### src/rtl/pq_req_arbiter_if.sv
// Shared kv_t definitions and the bundle connecting requesters and the priority queue
// to pq_req_arbiter. The package sits here so the interface can use kv_t.
package pq_pkg;
  localparam int KEY_W = 8;
  localparam int VAL_W = 8;

  typedef struct packed {
    logic [KEY_W-1:0] key;
    logic [VAL_W-1:0] val;
  } kv_t;

  localparam int  KV_W     = $bits(kv_t);
  localparam kv_t KV_EMPTY = '{key: '1, val: '0};
endpackage

interface pq_req_arbiter_if #(
  parameter int NUM_REQ = 4
);
  import pq_pkg::*;

  logic [NUM_REQ-1:0]      req_enq;
  logic [NUM_REQ-1:0]      req_deq;
  logic [NUM_REQ*KV_W-1:0] req_kvi;
  logic [NUM_REQ-1:0]      done;
  logic [NUM_REQ-1:0]      err;
  kv_t                     rsp_kv;
  logic                    pq_enq;
  logic                    pq_deq;
  kv_t                     pq_kvi;
  kv_t                     pq_kvo;
  logic                    pq_busy;
  logic                    pq_full;
  logic                    pq_empty;

  // master is the environment: requesters plus the queue itself
  modport master (
    output req_enq, req_deq, req_kvi, pq_kvo, pq_busy, pq_full, pq_empty,
    input  done, err, rsp_kv, pq_enq, pq_deq, pq_kvi
  );

  modport slave (
    input  req_enq, req_deq, req_kvi, pq_kvo, pq_busy, pq_full, pq_empty,
    output done, err, rsp_kv, pq_enq, pq_deq, pq_kvi
  );
endinterface

### src/rtl/pq_req_arbiter.sv
// Round-robin arbiter serializing enqueue/dequeue/replace requests from NUM_REQ
// requesters onto a single-operation priority queue port.
module pq_req_arbiter
  import pq_pkg::*;
#(
  parameter int NUM_REQ = 4,
  parameter int IDW     = $clog2(NUM_REQ)
) (
  input  logic               clk,
  input  logic               rst,
  pq_req_arbiter_if.slave    bus
);

  typedef enum logic [1:0] {IDLE, ISSUE, WAIT, RESP} state_t;

  state_t             state_reg, state_next;
  logic [IDW-1:0]     rr_reg, rr_next;
  logic [IDW-1:0]     gnt_reg, gnt_next;
  logic               op_enq_reg, op_enq_next;
  logic               op_deq_reg, op_deq_next;
  kv_t                kv_reg, kv_next;
  logic               errl_reg, errl_next;
  kv_t                rsp_kv_reg, rsp_kv_next;
  logic [NUM_REQ-1:0] done_reg, done_next;
  logic [NUM_REQ-1:0] err_reg, err_next;
  logic               pq_enq_reg, pq_enq_next;
  logic               pq_deq_reg, pq_deq_next;
  kv_t                pq_kvi_reg, pq_kvi_next;

  logic [NUM_REQ-1:0] pend;
  kv_t                kv_arr [NUM_REQ];
  logic [IDW-1:0]     cand   [NUM_REQ];
  logic [IDW-1:0]     gnt_idx;
  logic               gnt_any;
  logic               illegal;

  // cand[k] is the k-th requester visited when searching upward from rr
  for (genvar gi = 0; gi < NUM_REQ; gi++) begin : g_req
    assign pend[gi]   = bus.req_enq[gi] | bus.req_deq[gi];
    assign kv_arr[gi] = bus.req_kvi[gi*KV_W +: KV_W];
    assign cand[gi]   = IDW'((int'(rr_reg) + gi) % NUM_REQ);
  end

  // Descending scan so the candidate closest to rr wins
  always_comb begin
    gnt_any = 1'b0;
    gnt_idx = '0;
    for (int k = NUM_REQ - 1; k >= 0; k--) begin
      if (pend[cand[k]]) begin
        gnt_any = 1'b1;
        gnt_idx = cand[k];
      end
    end
  end

  always_comb begin
    state_next  = state_reg;
    rr_next     = rr_reg;
    gnt_next    = gnt_reg;
    op_enq_next = op_enq_reg;
    op_deq_next = op_deq_reg;
    kv_next     = kv_reg;
    errl_next   = errl_reg;
    rsp_kv_next = rsp_kv_reg;
    illegal     = 1'b0;

    unique case (state_reg)
      IDLE: begin
        if (!bus.pq_busy && gnt_any) begin
          gnt_next    = gnt_idx;
          op_enq_next = bus.req_enq[gnt_idx];
          op_deq_next = bus.req_deq[gnt_idx];
          kv_next     = kv_arr[gnt_idx];
          rsp_kv_next = KV_EMPTY;
          // Replace needs a minimum to return but never grows the queue
          illegal     = (op_enq_next && !op_deq_next && bus.pq_full) ||
                        (op_deq_next && bus.pq_empty);
          errl_next   = illegal;
          state_next  = illegal ? RESP : ISSUE;
        end
      end
      ISSUE: state_next = WAIT;
      WAIT: begin
        if (!bus.pq_busy) begin
          if (op_deq_reg) rsp_kv_next = bus.pq_kvo;
          state_next = RESP;
        end
      end
      RESP: begin
        rr_next    = (gnt_reg == IDW'(NUM_REQ - 1)) ? '0 : gnt_reg + IDW'(1);
        state_next = IDLE;
      end
      default: state_next = IDLE;
    endcase

    // Outputs are registered, so they are decoded from the state being entered
    done_next = '0;
    err_next  = '0;
    if (state_next == RESP) begin
      done_next[gnt_next] = 1'b1;
      err_next[gnt_next]  = errl_next;
    end
    pq_enq_next = (state_next == ISSUE) && op_enq_next;
    pq_deq_next = (state_next == ISSUE) && op_deq_next;
    pq_kvi_next = (state_next == ISSUE) ? kv_next : pq_kvi_reg;
  end

  always_ff @(posedge clk) begin
    if (rst) begin
      state_reg  <= IDLE;
      rr_reg     <= '0;
      gnt_reg    <= '0;
      op_enq_reg <= 1'b0;
      op_deq_reg <= 1'b0;
      kv_reg     <= KV_EMPTY;
      errl_reg   <= 1'b0;
      rsp_kv_reg <= KV_EMPTY;
      done_reg   <= '0;
      err_reg    <= '0;
      pq_enq_reg <= 1'b0;
      pq_deq_reg <= 1'b0;
      pq_kvi_reg <= KV_EMPTY;
    end else begin
      state_reg  <= state_next;
      rr_reg     <= rr_next;
      gnt_reg    <= gnt_next;
      op_enq_reg <= op_enq_next;
      op_deq_reg <= op_deq_next;
      kv_reg     <= kv_next;
      errl_reg   <= errl_next;
      rsp_kv_reg <= rsp_kv_next;
      done_reg   <= done_next;
      err_reg    <= err_next;
      pq_enq_reg <= pq_enq_next;
      pq_deq_reg <= pq_deq_next;
      pq_kvi_reg <= pq_kvi_next;
    end
  end

  assign bus.done   = done_reg;
  assign bus.err    = err_reg;
  assign bus.rsp_kv = rsp_kv_reg;
  assign bus.pq_enq = pq_enq_reg;
  assign bus.pq_deq = pq_deq_reg;
  assign bus.pq_kvi = pq_kvi_reg;

endmodule

### src/flat_wrapper.sv
// flat-port wrapper written by rule: the top's interface ports become plain ports
module pq_req_arbiter_flat import pq_pkg::*;
#(
  parameter int NUM_REQ = 4,
  parameter int IDW     = $clog2(NUM_REQ)
)
  (clk, rst, bus_req_enq, bus_req_deq, bus_req_kvi, bus_pq_kvo, bus_pq_busy, bus_pq_full, bus_pq_empty, bus_done, bus_err, bus_rsp_kv, bus_pq_enq, bus_pq_deq, bus_pq_kvi);
  pq_req_arbiter_if #(.NUM_REQ(NUM_REQ)) bus_i ();
  input  logic clk;
  input  logic rst;
  input wire logic [$bits(bus_i.req_enq)-1:0] bus_req_enq;
  input wire logic [$bits(bus_i.req_deq)-1:0] bus_req_deq;
  input wire logic [$bits(bus_i.req_kvi)-1:0] bus_req_kvi;
  input wire logic [$bits(bus_i.pq_kvo)-1:0] bus_pq_kvo;
  input wire logic [$bits(bus_i.pq_busy)-1:0] bus_pq_busy;
  input wire logic [$bits(bus_i.pq_full)-1:0] bus_pq_full;
  input wire logic [$bits(bus_i.pq_empty)-1:0] bus_pq_empty;
  output wire logic [$bits(bus_i.done)-1:0] bus_done;
  output wire logic [$bits(bus_i.err)-1:0] bus_err;
  output wire logic [$bits(bus_i.rsp_kv)-1:0] bus_rsp_kv;
  output wire logic [$bits(bus_i.pq_enq)-1:0] bus_pq_enq;
  output wire logic [$bits(bus_i.pq_deq)-1:0] bus_pq_deq;
  output wire logic [$bits(bus_i.pq_kvi)-1:0] bus_pq_kvi;
  assign bus_i.req_enq = bus_req_enq;
  assign bus_i.req_deq = bus_req_deq;
  assign bus_i.req_kvi = bus_req_kvi;
  assign bus_i.pq_kvo = bus_pq_kvo;
  assign bus_i.pq_busy = bus_pq_busy;
  assign bus_i.pq_full = bus_pq_full;
  assign bus_i.pq_empty = bus_pq_empty;
  assign bus_done = bus_i.done;
  assign bus_err = bus_i.err;
  assign bus_rsp_kv = bus_i.rsp_kv;
  assign bus_pq_enq = bus_i.pq_enq;
  assign bus_pq_deq = bus_i.pq_deq;
  assign bus_pq_kvi = bus_i.pq_kvi;
  pq_req_arbiter #(.NUM_REQ(NUM_REQ), .IDW(IDW)) u_core (.clk(clk), .rst(rst), .bus(bus_i));
endmodule
### config.mk
export PLATFORM = sky130hd
export DESIGN_NAME = pq_req_arbiter_flat
export DESIGN_NICKNAME = d
export VERILOG_FILES = /design/src/rtl/pq_req_arbiter_if.sv /design/src/rtl/pq_req_arbiter.sv /design/src/flat_wrapper.sv
export SDC_FILE = /design/constraint.sdc
export NUM_CORES = 1
export LEC_CHECK = 0
export CAP_MARGIN = 10
export CORE_ASPECT_RATIO = 0.7
export CORE_MARGIN = 3
export CORE_UTILIZATION = 26
export DETAILED_ROUTE_END_ITERATION = 8
export GPL_ROUTABILITY_DRIVEN = 0
export PLACE_DENSITY_LB_ADDON = 0.1
export SLEW_MARGIN = 20
export SYNTH_ARGS = -nofsm -noshare
export SYNTH_HDL_FRONTEND = slang
export SYNTH_SLANG_ARGS = --single-unit
### constraint.sdc
create_clock -name clk -period 3.2 [get_ports clk]
set_input_delay 0.48 -clock clk [delete_from_list [all_inputs] [get_ports clk]]
set_output_delay 0.48 -clock clk [all_outputs]
set_load 0.01 [all_outputs]
==> results.md <==
- The complex-gate fraction of the synthesized area is 22.3%.
- The clock edge transition at the registers on the reported setup and hold paths is 0.06 ns.
- In this run the standard cell core region covers 12500 µm².
- The total count of max-transition violations in the final report came to 0.
- Entering global routing, the biggest net connects 35 pins.
- The origin of the worst min-delay path is u_core.kv_reg[3].
- The number of buffers added for setup after CTS is 0.
- The cell with the largest stage delay on the worst path is sky130_fd_sc_hd__clkdlybuf4s50_1.
- The number of diodes is 0.
- The floorplan die area is 14300 µm².
- STA puts the critical path data arrival time at 3.24 ns.
- The initial cell density of the core is 26.8%.
- Cell internal power was estimated by the tool at 1.96 mW.
- After clock tree synthesis, the repair step resized 0 gates.
- For the pin with the worst max-slew slack, the measured transition is 0.603 ns.
- Detailed placement finished with a half-perimeter wire length of 8020 µm.
- The multiplexer share of the synthesized area is 12.7%.
- The largest total area in the synthesized netlist belongs to sky130_fd_sc_hd__dfxtp_1.
- The worst IR drop on VDD is 0.271 mV.
- The part of the power in registers is 35.4%.
- The count of antenna-violating nets left after detailed routing is 0.
- The die span in x is 142 µm.
- The maximum root-to-sink buffer count is 2.
- The delay of the slowest critical-path stage is 0.42 ns.
- The kind of cell with the highest combined delay on the critical path is compound AO/OA/AOI/OAI gates.
- The xor/xnor cell area share of the yosys netlist is 0%.
- For this run, the number of Yosys warnings is 0.
- The synthesized netlist net count is 471.
- The register bit count reported by yosys is 67.
- The reported leakage power is 2.26 nW.
- The critical path goes through clkdlybuf4s50_1 > or2_4 > o311a_1 > a311o_1 > mux2_4 > or3_4 > o21ai_4 > buf_4 > mux2_2.
- The initial antenna violation count is 0.
- The count of flip-flops with a built-in enable after synthesis is 0.
- The critical path ends at u_core.bus.pq_kvi[4].
- The via count is 3272.
- The clock drives 67 sinks.
- The count of nets after finishing is 632.
- The switching part of the total power is 28.2%.
- The worst setup path is of the input pin to flip-flop kind.
- Setup repair after global routing left no endpoint under its margin.
- The clock latency at the later pin of the worst-skew pair is 0.33 ns.
- The worst reg2reg path endpoint is u_core.bus.pq_kvi[4].
- The TritonCTS clock tree is built.
- Once placement finished, the instance area stood at 5120 µm².
- Across the run, the number of max-cap violations was 0.
- The iteration count of the initial detailed-routing pass is 4.
- The number of global-route vias before repair came to 3329.
- In this run the biggest area consumer among cell types represents 40.0% of the synthesized area.
- The worst-case clock skew is 0.00710 ns.
- The final-report hold violation count was 0.
- Per report_power, the combinational group accounts for 30.7% of the total.
- The tightest hold margin is 0.455 ns.
- Ranked by total cell area, the synthesized netlist is headed by sky130_fd_sc_hd__dfxtp_1 40%, sky130_fd_sc_hd__mux2i_1 6.0%, sky130_fd_sc_hd__nand2_1 5.3%.
- For this run, design rule violations remaining after detail routing come to 0.
- The final critical path takes up 94.6% of the cycle.
- The global routing usage summed across all routing layers is 14.7%.
- For this design the total switching power over the nets is 0.771 mW.
- STA classifies the critical path startpoint as an input pin.
- The number of H-tree levels is 3.
- The number of top-level design ports is 135.
- For this block, the initial DRC count from the detailed router was 167.
- The sum of met3 wire segment lengths after detailed routing is 622 µm.
- The relative contribution of the clock network to total power is 34.0%.
- In this run the mean area of a mapped cell was 8.98 µm².
- After technology mapping, the gate count stands at 374.
- Counting the buffers created by CTS gives 9.
- The initialized floorplan defines 34 standard-cell rows.
- Measured against its own limit, the worst slew margin works out to 59.8%.
- Summed over all nets, wire length on met2 after detailed routing comes to 4360 µm.
- The ratio of total power to cell area is 505 nW/µm².
- The share of cells above drive strength 1 is 18.7%.
- Along the worst path, the maximum fanout reaches 6.
- At the worst endpoint, the required time is 3.42 ns.
- The highest clock frequency the design can meet is 330 MHz.
- The most frequently used flop master after synthesis is sky130_fd_sc_hd__dfxtp_1.
- The tightest min-delay check is of the flip-flop to flip-flop type.
- The main combinational cell family by area after synthesis is compound AO/OA/AOI/OAI gates.
- The share of synthesized area occupied by flip-flops and latches is 40.0%.
- The first global-routing pass estimated 16900 µm of wire.
- The critical path contains buffers and inverters numbering 2 combined.
- Summed over all layers, the global routing overflow is 0.
- The count of buffers added on input and output ports is 134.
- The number of failing setup endpoints in the final timing report is 0.
- The area growth from synthesis to layout is 61.3%.
- The time the final worst path needs with I/O delays and setup is 3.03 ns.
- The run finished with clean final reports.
- The highest layer touched by signal routing is met4.
- The number of distinct standard cells referenced by the synthesized netlist is 56.
- In this run the number of cells on the critical path is 9.
- The number of cells on the worst reg-to-reg path is 8.
- The wire length per cell is 14.5 µm.
- The synthesized-area fraction occupied by and/or/nand/nor cells is 19.1%.
- The element type at the critical path end is a flip-flop.
- The fraction of the mapped netlist area in adder cells is 1.49%.
- The buffer cell driving the clock tree root is sky130_fd_sc_hd__clkbuf_16.
- The setup slack of the worst register-to-register path is 0.43 ns.
- The die outline height is 101 µm.
- In the routed layout, each cell is associated on average with a via count of 4.66.
- The number of buffers inserted for hold repair after clock tree synthesis is 0.
- The cell area after technology mapping is 3360 µm².
- The cell area after layout is 5410 µm².
- The total length of routed wires is 10200 µm.
- The routed length on met1 is 5060 µm.
- In this run the critical register-to-register path is launched from u_core.rr_reg[1].
- The source of the critical timing path is bus_req_enq[1].
- The share of synthesized registers carrying an async set or reset is 0%.
==> power by group through the flow <==
stage / logic (mW) / clock network, mW / registers (mW)
3_3_place_gp: 0.843 / 0 / 0.983
2_1_floorplan: 0.429 / 0 / 1.00
3_5_place_dp: 0.850 / 0 / 0.984
6_report: 0.839 / 0.930 / 0.967
4_1_cts: 0.852 / 0.964 / 0.968
5_1_grt: 0.919 / 1.00 / 0.978
==> logic make-up (layout without fill, tap and decap cells) <==
| logic type | Yosys count | in the layout |
|---|---|---|
| buffers and inverters | 32 | 198 |
| adders and majority gates | 4 | 4 |
| and+or+nand+nor | 130 | 130 |
| AOI/OAI and AO/OA | 104 | 104 |
| DFF | 67 | 67 |
| muxes | 37 | 37 |
==> layout by cell type (no fill, tap or decap), drive strengths merged, types with 3 or more instances in the layout <==
cell type,count
mux2,17
o22ai,11
o211a,3
ha,4
nor2b,10
nand3,9
buf,42
or2,14
a21oi,31
o21bai,11
mux2i,20
dfxtp,67
inv,7
nor4,3
nor3b,9
clkinv,3
a31oi,4
o21ai,4
clkdlybuf4s50,133
nand2,47
and2,3
nor2,26
a211o,16
nor3,3
clkbuf,11
==> final cells by class <==
class | instances | area, µm²
Sequential cell | 67 | 1340
Clock buffer | 11 | 253
Inverter | 7 | 26.3
Timing Repair Buffer | 175 | 1680
Tap cell | 162 | 203
Multi-Input combinational cell | 275 | 1870
Fill cell | 1250 | 7090
Clock inverter | 5 | 37.5
==> stage by stage <==
step | setup TNS, ns | worst slack [ns] | cells | utilization [%] | power, mW
floorplan | 0 | 0.287 | 374 | - | 1.43
global placement | -2.47 | -0.158 | 686 | 41.0 | 1.83
detailed placement | -2.59 | -0.181 | 686 | 41.0 | 1.83
CTS | 0 | 0.166 | 702 | 43.3 | 2.78
global route | 0 | 0.0921 | 702 | 43.3 | 2.90
finish | 0 | 0.172 | 702 | 43.3 | 2.74
==> worst reg2reg max path: stages (launching register included) <==
cell and delay (ns):
sky130_fd_sc_hd__dfxtp_1 0.52, sky130_fd_sc_hd__o21a_1 0.23, sky130_fd_sc_hd__o311ai_1 0.11, sky130_fd_sc_hd__a311o_1 0.42
sky130_fd_sc_hd__mux2_4 0.29, sky130_fd_sc_hd__or3_4 0.40, sky130_fd_sc_hd__o21ai_4 0.17, sky130_fd_sc_hd__buf_4 0.19
sky130_fd_sc_hd__mux2_2 0.33
==> synthesized netlist by cell type (2+ instances only) <==
cell,instances
sky130_fd_sc_hd__a21boi_0,2
sky130_fd_sc_hd__nor3b_1,9
sky130_fd_sc_hd__nor3_1,3
sky130_fd_sc_hd__dfxtp_1,67
sky130_fd_sc_hd__mux2_4,9
sky130_fd_sc_hd__mux2_2,8
sky130_fd_sc_hd__or2_2,13
sky130_fd_sc_hd__nor2_1,26
sky130_fd_sc_hd__clkbuf_1,19
sky130_fd_sc_hd__o21ai_0,2
sky130_fd_sc_hd__ha_1,4
sky130_fd_sc_hd__o21a_1,2
sky130_fd_sc_hd__nand3_1,9
sky130_fd_sc_hd__o221ai_1,2
sky130_fd_sc_hd__mux2i_1,20
sky130_fd_sc_hd__o22ai_1,11
sky130_fd_sc_hd__nor2b_1,10
sky130_fd_sc_hd__a21o_2,2
sky130_fd_sc_hd__o211a_1,3
sky130_fd_sc_hd__inv_1,7
sky130_fd_sc_hd__a211oi_1,2
sky130_fd_sc_hd__a31oi_1,4
sky130_fd_sc_hd__nor4_1,3
sky130_fd_sc_hd__buf_2,2
sky130_fd_sc_hd__o21bai_1,11
sky130_fd_sc_hd__a21oi_1,31
sky130_fd_sc_hd__nand2_1,47
sky130_fd_sc_hd__a211o_1,16
sky130_fd_sc_hd__and2_2,2
sky130_fd_sc_hd__nand2b_1,2
==> how the worst min path moves through the flow <==
stage	end	slack, ns	depth (start not counted)
floorplan	u_core.kv_reg[0]	0.43	1
global placement	u_core.bus.rsp_kv[7]	0.44	2
detailed placement	u_core.kv_reg[4]	0.44	1
CTS	u_core.kv_reg[4]	0.46	1
global route	u_core.kv_reg[0]	0.47	1
finish	u_core.kv_reg[3]	0.45	1
==> metal layers <==
| metal | vias up | global-route usage (%) |
|---|---|---|
| met5 | - | 0 |
| met2 | 89 | 21.9 |
| met4 | 0 | 3.98 |
| li1 | 1662 | - |
| met1 | 1509 | 20.2 |
| met3 | 12 | 5.22 |
No activity file was read; power rests on OpenSTA's default activity.
